[src/rtl/mult_div_unit_pkg.sv]
// Shared opcodes and FSM encodings for the multicycle multiply/divide unit.
package mult_div_unit_pkg;

    localparam logic [1:0] OP_MULT  = 2'b00;
    localparam logic [1:0] OP_MULTU = 2'b01;
    localparam logic [1:0] OP_DIV   = 2'b10;
    localparam logic [1:0] OP_DIVU  = 2'b11;

    typedef enum logic [1:0] {
        ST_IDLE = 2'd0,
        ST_MUL  = 2'd1,
        ST_DIV  = 2'd2
    } state_e;

    function automatic logic op_is_div(input logic [1:0] op);
        return op[1];
    endfunction

    function automatic logic op_is_unsigned(input logic [1:0] op);
        return op[0];
    endfunction

endpackage

[src/rtl/mult_div_unit_div_restoring_step.sv]
// One restoring-division step: shift {rem, quo} left, trial-subtract the divisor,
// keep the difference and set the quotient bit when it does not borrow.
module div_restoring_step #(
    parameter int WIDTH = 32
) (
    input  logic [WIDTH-1:0] rem_i,
    input  logic [WIDTH-1:0] quo_i,
    input  logic [WIDTH-1:0] div_i,
    output logic [WIDTH-1:0] rem_o,
    output logic [WIDTH-1:0] quo_o
);

    logic [WIDTH:0] rem_sh;
    logic [WIDTH:0] diff;

    assign rem_sh = {rem_i, quo_i[WIDTH-1]};
    assign diff   = rem_sh - {1'b0, div_i};

    always_comb begin
        if (!diff[WIDTH]) begin
            rem_o = diff[WIDTH-1:0];
            quo_o = {quo_i[WIDTH-2:0], 1'b1};
        end else begin
            rem_o = rem_sh[WIDTH-1:0];
            quo_o = {quo_i[WIDTH-2:0], 1'b0};
        end
    end

endmodule

[src/rtl/mult_div_unit.sv]
// Iterative MULT/MULTU (radix-2 Booth) and DIV/DIVU (restoring) unit writing HI/LO,
// with a start/busy/done handshake toward the control unit.
module mult_div_unit
    import mult_div_unit_pkg::*;
#(
    parameter int WIDTH = 32
) (
    input  logic             clk,
    input  logic             reset,
    input  logic             start,
    input  logic [1:0]       op,
    input  logic [WIDTH-1:0] a,
    input  logic [WIDTH-1:0] b,
    output logic             busy,
    output logic             done,
    output logic             div_zero,
    output logic [WIDTH-1:0] hi,
    output logic [WIDTH-1:0] lo
);

    localparam int CW = $clog2(WIDTH) + 1;

    state_e             state_q, state_d;
    logic [CW-1:0]      cnt_q, cnt_d;
    logic [WIDTH+1:0]   acc_q, acc_d;   // Booth accumulator / division remainder
    logic [WIDTH-1:0]   mq_q, mq_d;     // multiplier / dividend-quotient shift register
    logic [WIDTH:0]     m_q, m_d;       // extended multiplicand / divisor magnitude
    logic               qm1_q, qm1_d;
    logic               uns_q, uns_d;
    logic               negq_q, negq_d;
    logic               negr_q, negr_d;
    logic [WIDTH-1:0]   hi_q, hi_d, lo_q, lo_d;
    logic               done_q, done_d, dz_q, dz_d;

    logic               a_neg, b_neg;
    logic [WIDTH-1:0]   a_mag, b_mag;
    logic [WIDTH+1:0]   m_ext, booth_sum, b_acc;
    logic [2*WIDTH+2:0] booth_sh;
    logic [WIDTH-1:0]   b_mq, hi_fix, d_rem, d_quo;
    logic               b_qm1, last;

    assign a_neg = !op_is_unsigned(op) && a[WIDTH-1];
    assign b_neg = !op_is_unsigned(op) && b[WIDTH-1];
    assign a_mag = a_neg ? -a : a;
    assign b_mag = b_neg ? -b : b;
    assign last  = (cnt_q == CW'(WIDTH - 1));

    assign m_ext = {m_q[WIDTH], m_q};
    always_comb begin
        case ({mq_q[0], qm1_q})
            2'b01:   booth_sum = acc_q + m_ext;
            2'b10:   booth_sum = acc_q - m_ext;
            default: booth_sum = acc_q;
        endcase
    end
    assign booth_sh = $signed({booth_sum, mq_q, qm1_q}) >>> 1;
    assign b_acc    = booth_sh[2*WIDTH+2:WIDTH+1];
    assign b_mq     = booth_sh[WIDTH:1];
    assign b_qm1    = booth_sh[0];
    // After WIDTH steps qm1 holds b's MSB; for unsigned operands the implicit
    // zero above it yields one more +multiplicand digit at weight 2^WIDTH.
    assign hi_fix   = b_acc[WIDTH-1:0] + ((uns_q && b_qm1) ? m_q[WIDTH-1:0] : '0);

    div_restoring_step #(.WIDTH(WIDTH)) u_div_step (
        .rem_i (acc_q[WIDTH-1:0]),
        .quo_i (mq_q),
        .div_i (m_q[WIDTH-1:0]),
        .rem_o (d_rem),
        .quo_o (d_quo)
    );

    always_comb begin
        state_d = state_q;
        cnt_d   = cnt_q;
        acc_d   = acc_q;
        mq_d    = mq_q;
        m_d     = m_q;
        qm1_d   = qm1_q;
        uns_d   = uns_q;
        negq_d  = negq_q;
        negr_d  = negr_q;
        hi_d    = hi_q;
        lo_d    = lo_q;
        done_d  = 1'b0;
        dz_d    = dz_q;
        case (state_q)
            ST_IDLE: begin
                if (start) begin
                    cnt_d = '0;
                    acc_d = '0;
                    qm1_d = 1'b0;
                    uns_d = op_is_unsigned(op);
                    if (op_is_div(op) && (b == '0)) begin
                        done_d = 1'b1;
                        dz_d   = 1'b1;
                    end else if (op_is_div(op)) begin
                        dz_d    = 1'b0;
                        state_d = ST_DIV;
                        mq_d    = a_mag;
                        m_d     = {1'b0, b_mag};
                        negq_d  = a_neg ^ b_neg;
                        negr_d  = a_neg;
                    end else begin
                        dz_d    = 1'b0;
                        state_d = ST_MUL;
                        mq_d    = b;
                        m_d     = {a[WIDTH-1] && !op_is_unsigned(op), a};
                    end
                end
            end
            ST_MUL: begin
                acc_d = b_acc;
                mq_d  = b_mq;
                qm1_d = b_qm1;
                cnt_d = cnt_q + CW'(1);
                if (last) begin
                    hi_d    = hi_fix;
                    lo_d    = b_mq;
                    done_d  = 1'b1;
                    state_d = ST_IDLE;
                    cnt_d   = '0;
                end
            end
            ST_DIV: begin
                acc_d = {2'b00, d_rem};
                mq_d  = d_quo;
                cnt_d = cnt_q + CW'(1);
                if (last) begin
                    lo_d    = negq_q ? -d_quo : d_quo;
                    hi_d    = negr_q ? -d_rem : d_rem;
                    done_d  = 1'b1;
                    state_d = ST_IDLE;
                    cnt_d   = '0;
                end
            end
            default: state_d = ST_IDLE;
        endcase
    end

    always_ff @(posedge clk) begin
        if (reset) begin
            state_q <= ST_IDLE;
            cnt_q   <= '0;
            acc_q   <= '0;
            mq_q    <= '0;
            m_q     <= '0;
            qm1_q   <= 1'b0;
            uns_q   <= 1'b0;
            negq_q  <= 1'b0;
            negr_q  <= 1'b0;
            hi_q    <= '0;
            lo_q    <= '0;
            done_q  <= 1'b0;
            dz_q    <= 1'b0;
        end else begin
            state_q <= state_d;
            cnt_q   <= cnt_d;
            acc_q   <= acc_d;
            mq_q    <= mq_d;
            m_q     <= m_d;
            qm1_q   <= qm1_d;
            uns_q   <= uns_d;
            negq_q  <= negq_d;
            negr_q  <= negr_d;
            hi_q    <= hi_d;
            lo_q    <= lo_d;
            done_q  <= done_d;
            dz_q    <= dz_d;
        end
    end

    assign busy     = (state_q != ST_IDLE);
    assign done     = done_q;
    assign div_zero = dz_q;
    assign hi       = hi_q;
    assign lo       = lo_q;

endmodule

[config.mk]
export PLATFORM = sky130hd
export DESIGN_NAME = mult_div_unit
export DESIGN_NICKNAME = d
export VERILOG_FILES = /design/src/rtl/mult_div_unit_pkg.sv /design/src/rtl/mult_div_unit_div_restoring_step.sv /design/src/rtl/mult_div_unit.sv
export SDC_FILE = /design/constraint.sdc
export NUM_CORES = 1
export LEC_CHECK = 0
export ABC_AREA = 1
export BUFFER_PORTS_ARGS = -buffer_cell sky130_fd_sc_hd__clkbuf_2
export CELL_PAD_IN_SITES_DETAIL_PLACEMENT = 0
export CELL_PAD_IN_SITES_GLOBAL_PLACEMENT = 2
export CORE_AREA = 10 10 242 244
export CTS_CLUSTER_DIAMETER = 200
export CTS_CLUSTER_SIZE = 10
export DETAILED_ROUTE_END_ITERATION = 12
export DIE_AREA = 0 0 252 254
export PLACE_DENSITY_LB_ADDON = 0.1
export REMOVE_ABC_BUFFERS = 1
export SETUP_SLACK_MARGIN = 0.1
export SYNTH_ARGS = -nofsm -noshare
export SYNTH_HDL_FRONTEND = slang
export SYNTH_SLANG_ARGS = --single-unit
[constraint.sdc]
create_clock -name clk -period 10.27 [get_ports clk]
set_input_delay 1.5405 -clock clk [delete_from_list [all_inputs] [get_ports clk]]
set_output_delay 1.5405 -clock clk [all_outputs]
set_load 0.01 [all_outputs]
; Yosys cells after proc, flatten, opt, wreduce, memory -nomap -nowiden
; Cells that the tools add are included.
[totals]
reg_bits = 177
input_bits = 69
out_inout_bits = 67
wordCells = 91
[op_classes]
add_sub_neg = 9
n_eq_ne = 10
n_mux = 35
bitwise = 2
n_reduce_logical = 22
[op_table]
columns = cell, count
row1 = two-way mux 32 bit, 13
row2 = negator 32 bit, 4
row3 = one-hot mux 32 bit (2 select lines), 2
row4 = one-hot mux 34 bit (3 select lines), 1
row5 = one-hot mux 32 bit (3 select lines), 1
row6 = one-hot mux 34 bit (2 select lines), 1
row7 = adder 34 bit, 1
row8 = two-way mux 34 bit, 1
row9 = subtractor 34 bit, 1
row10 = two-way mux 33 bit, 1
row11 = subtractor 33 x 32 -> 33 bit, 1
row12 = adder 32 bit, 1
row13 = zero test 32 bit, 1
row14 = two-way mux 6 bit, 2
row15 = one-hot mux 6 bit (2 select lines), 1
row16 = AND reduction 3 bit, 4
row17 = two-way mux 2 bit, 4
row18 = "inequality test 2 bit, second input constant", 4
row19 = AND reduction 2 bit, 4
row20 = nonzero test 2 bit, 4
row21 = "adder 6 x 1 -> 6 bit, second input constant", 1
row22 = "equality test 6 x 5 -> 1 bit, second input constant", 1
row23 = two-way mux 1 bit, 5
row24 = "equality test 2 x 1 -> 1 bit, second input constant", 2
row25 = other kinds (12), 17

; Logic depth before layout (Yosys ltp)
[logic_depth]
depth_word = 7
depth_mapped = 40
depth_no_buf = 40

; Modules after synthesis
; From an unflattened synthesis, not the netlist that was laid out.
[unflattened]
hier_cells = 3418
hier_area_um2 = 19693.9
[modules_own_cells]
columns = module, instances, cells_per_inst, area_per_inst_um2, seq_area_each_um2
row1 = mult_div_unit, 1, 2707, 16310.6, 3523.4
row2 = div_restoring_step, 1, 711, 3383.2, 0.0

; Worst setup path after synthesis
; No wires, ideal clock.
[synth_timing]
kind = register to register
startpoint = register m_q[1]
endpoint = register hi_q[30], in the netlist hi[30]
setup_time_ns = 0.109
arrival_ns = 5.076
t_required_ns = 10.161
slack_ns = 5.085
path_stages_with_launch = 38
path_buffers = 0
period_less_slack_ns = 5.185
cell_sequence = dfxtp_1 -> inv_1 -> ha_1 -> nand3_1 -> nor3_1 -> inv_1 -> nor3_1 -> nand3_1 -> nor4_1 -> inv_1 -> nor3_1 -> a31oi_1 -> a21o_1 -> xor2_1 -> ha_1 -> nand2_1 -> nor2_1 -> nand2_1 -> [... 2 more ...] -> nand3_1 -> inv_1 -> o21ai_0 -> inv_1 -> or2_2 -> a31oi_1 -> ha_1 -> inv_1 -> nor3_1 -> inv_1 -> nor3_1 -> nand3_1 -> nand3_1 -> nand2_1 -> nand3_1 -> nand3_1 -> nand2_1 -> inv_1
[synth_between]
elab_chain_cells = 6
elab_cells_between_ends = 12
cone_classes = add/sub: 5 / mux: 7
[synth_rtl]
columns = element, line
row1 = from (decl), mult_div_unit.sv:27  ; logic [WIDTH:0] m_q, m_d;
row2 = from (signal assigned), mult_div_unit.sv:160  ; m_q <= m_d;
row3 = subtractor 33 x 32 -> 33 bit, mult_div_unit_div_restoring_step.sv:17  ; assign diff = rem_sh - {1'b0, div_i};
row4 = two-way mux 32 bit, mult_div_unit_div_restoring_step.sv:20  ; if (!diff[WIDTH]) begin
row5 = negator 32 bit, mult_div_unit.sv:130  ; hi_d = negr_q ? -d_rem : d_rem;
row6 = two-way mux 32 bit, mult_div_unit.sv:130
row7 = two-way mux 32 bit, mult_div_unit.sv:128  ; if (last) begin
row8 = one-hot mux 32 bit (2 select lines) (*), mult_div_unit.sv:86  ; case (state_q)
row9 = to (signal assigned), mult_div_unit.sv:165  ; hi_q <= hi_d;
row10 = to (decl), mult_div_unit.sv:32  ; logic [WIDTH-1:0] hi_q, hi_d, lo_q, lo_d;
; Every way passes the cells marked *; elsewhere a longest branch is shown, timed or not. The select of a mux whose other input is x is not followed.
; A chain may end at the register's enable or synchronous reset.

; Final worst setup path
[layout_timing]
startpoint = register mq_q[0]
endpoint = register hi_q[29], in the netlist hi[29]
[layout_between]
elab_chain_cells = 5
elab_cells_between_ends = 8
cone_classes = add/sub: 1 / eq/ne: 2 / mux: 4 / reduce/logical: 1
[layout_rtl]
columns = element, line
row1 = from (decl), mult_div_unit.sv:26  ; logic [WIDTH-1:0] mq_q, mq_d;
row2 = from (signal assigned), mult_div_unit.sv:159  ; mq_q <= mq_d;
row3 = equality test 2 bit (tied with other cells), mult_div_unit.sv:50  ; case ({mq_q[0], qm1_q})
row4 = one-hot mux 34 bit (2 select lines) / two-way mux 32 bit (equally long branches), "mult_div_unit.sv:50, mult_div_unit.sv:62"
row5 = adder 32 bit (*), mult_div_unit.sv:62  ; assign hi_fix = b_acc[WIDTH-1:0] + ((uns_q && b_qm1) ? m_q[WIDTH-1:0] : '0);
row6 = two-way mux 32 bit (*), mult_div_unit.sv:116  ; if (last) begin
row7 = one-hot mux 32 bit (2 select lines) (*), mult_div_unit.sv:86
; Marked as above.

==> metrics.yaml <==
synth:
  yosysTopAreaCellShare: 0.185
  synth_area_per_cell_um2: 5.83
  seq_area_frac_synth: 0.185
  netlist_instances: 3271
  ys.flop_type: "dfxtp_1"
  yosys_warnings: 0
  synth_edf_count: 0
  synth_area_leaders: "dfxtp_1 (18%), nand2_1 (15%), a21oi_1 (8.0%)"
  synth_cell_types: 59
  yosys_register_bits: 176
  yosys-top-cells-count: "nand2_1 (787), inv_1 (384), nor2_1 (327)"
  syn_area_mm2: 0.0191
  async_flop_share: 0
  yosysMostFrequentCell: "nand2_1"
  synth_top_area_cell: "dfxtp_1"
sta:
  period_minus_slack_ps: 6500
  setup_viol: 0
  relSlewSlack: 0.290
  max_freq_mhz: 154
  rsz0062_at_grt: "false"
  hold_viol_final: 0
  skew_ps: 19.7
  setup_ws_ps: 3770
  tightest_slew_ps: 1070
  finalMaxSlewViolations: 0
  post-route-period-util: 0.633
  setup-tns-final_ps: 0
pwr:
  power.density_mw_per_mm2: 119
  p_comb_frac: 0.403
  internal-power_mw: 1.36
  power_mw: 2.49
  switchingPower_mw: 1.14
  ir_drop_mv: 0.123
  p_leak_nw: 10.0
  power.share.clock: 0.287
  p_sw_frac: 0.455
  sequentialPowerShare: 0.311
setup_path:
  arrival_ps: 6900
  start_kind: "flop"
  crit_top_cell: "nand2_1"
  end_kind: "flop"
  path_class: "flop to flop"
  cp.required_ps: 10670
  cp_slowest_cell: "o21ai_0"
  cp_max_fo: 19
  cpPeakStageDelay_ps: 680
clocking:
  clk_pin_slew_ps: 80
  cts_tree: "yes"
  cts_hold_buf: 0
  clock_latency_ps: 500
  cts_made_buffers: 17
  postCtsSetupRepairBufs: 0
  cts_resized: 0
  cts.sinks: 176
  clockBufferDepth: 2
  cts_root_buffer: "clkbuf_16"
  h-tree-depth: 4
floorplan:
  die_area_mm2: 0.0640
  core_area_mm2: 0.0536
  die_y_um: 254
  io_pins: 136
  die_x_um: 252
  rows: 85
  start_util: 0.356
detailed_routing:
  drt_iter0_markers: 1773
  ant_nets: 0
  firstDrtPassIters: 6
  wl_per_cell_um: 22.2
  vias: 22600
  avgViaCountPerCell: 5.60
  wl_um: 89400
  remaining_drc_errors: 0
cells_and_area:
  nets: 3498
  drive_above_1_share: 0.0906
  antenna_cells: 0
  area_growth_pct: 9.69
placed_design:
  pre_cts_ws_ps: 3830
  hpwlAfterDp_um: 70500
  gp_congestion: 0.955
  numPortBuffers: 135
worst_hold_path:
  worst_hold_path_type: "flop to flop"
global_route:
  grt_max_degree: 65
  grt.overflow.total: 0
  antenna_found_initial: 3
  grt_pass1_wl_um: 134000
  grt_pass1_vias: 21600
  grtUsageTotal: 0.274
run:
  drv_cap: 0
run_status:
  status: "finished, final reports clean"
-- registers in the layout, summed over array words and instances, names as in the netlist --
name      cells
acc_q        33
cnt_q         6
div_zero      1
done          1
hi           32
lo           32
m_q          33
mq_q         32
negq_q        1
negr_q        1
qm1_q         1
state_q       2
uns_q         1
-- cell usage in the layout, fill, tap and decap left out, types with 24 or more instances in the layout --
cell | Yosys | final
nand2_1 | 787 | 787
inv_1 | 384 | 381
nor2_1 | 327 | 325
a21oi_1 | 306 | 305
o21ai_0 | 294 | 294
nand3_1 | 211 | 211
dfxtp_1 | 176 | 176
clkbuf_2 | 0 | 135
ha_1 | 105 | 104
xor2_1 | 74 | 74
a31oi_1 | 57 | 57
nand4_1 | 50 | 50
nor3_1 | 45 | 45
nand2_2 | 29 | 29
buf_4 | 0 | 29
or2_2 | 27 | 27
xnor2_1 | 26 | 26
o211ai_1 | 24 | 24
-- metal layers --
metal,wire (µm),up-vias,global-route usage
li1,-,11100,-
met1,40600,10700,0.356
met2,41400,707,0.457
met3,5230,100,0.0446
met4,2230,6,0.0829
met5,44,-,0
-- per-stage QoR --
stage / std cells / cell area [µm²] / utilization / hold WS, ps
2_1_floorplan: 3138 / 18500 / - / 434
3_3_place_gp: 3998 / 20300 / 0.379 / 449
3_5_place_dp: 3998 / 20300 / 0.379 / 462
4_1_cts: 4030 / 20900 / 0.390 / 475
5_1_grt: 4030 / 20900 / 0.390 / 510
6_report: 4030 / 20900 / 0.390 / 471
-- power groups by stage --
stage | combinational [mW] | clock [mW] | sequential, mW
2_1_floorplan | 0.648 | 0 | 0.763
3_5_place_dp | 0.985 | 0 | 0.787
3_3_place_gp | 0.986 | 0 | 0.787
4_1_cts | 0.991 | 0.733 | 0.771
6_report | 1.01 | 0.715 | 0.775
5_1_grt | 1.11 | 0.751 | 0.778
-- critical path: cells and delay by family, from the launching register on --
kind | cells | cell delay (ps)
AND/OR/NAND/NOR | 17 | 1810
XOR/XNOR | 2 | 370
AO/OA/AOI/OAI | 6 | 1620
adder cells (fa/ha/maj) | 3 | 920
flip-flops | 1 | 490
buffers and inverters | 8 | 1180
-- cells by family (layout without fill, tap and decap cells) --
group	after synthesis	count (layout)	share of synthesized area
AO/OA/AOI/OAI	820	820	0.242
XOR/XNOR	100	100	0.0459
adder cells (fa/ha/maj)	108	108	0.0720
buffers and inverters	530	593	0.107
flip-flops	176	176	0.185
AND/OR/NAND/NOR	1537	1537	0.348
-- path summary, 6_finish.rpt --
path | from | to | slack (ps) | cells after the start
worst min register to register | lo[2] | lo[2] | 470 | 2
worst min-delay path | lo[2] | lo[2] | 470 | 2
worst max register to register | mq_q[0] | hi[29] | 3770 | 36
worst max-delay path | mq_q[0] | hi[29] | 3770 | 36
-- layout make-up --
class	instances	area [µm²]
multi-input combinational	2565	13500
tap	696	871
fill	6116	32700
timing repair buffer	164	893
inverter	397	1490
clock inverter	14	166
clock buffer	18	439
sequential	176	3520
Power figures use the tool's default switching activity.
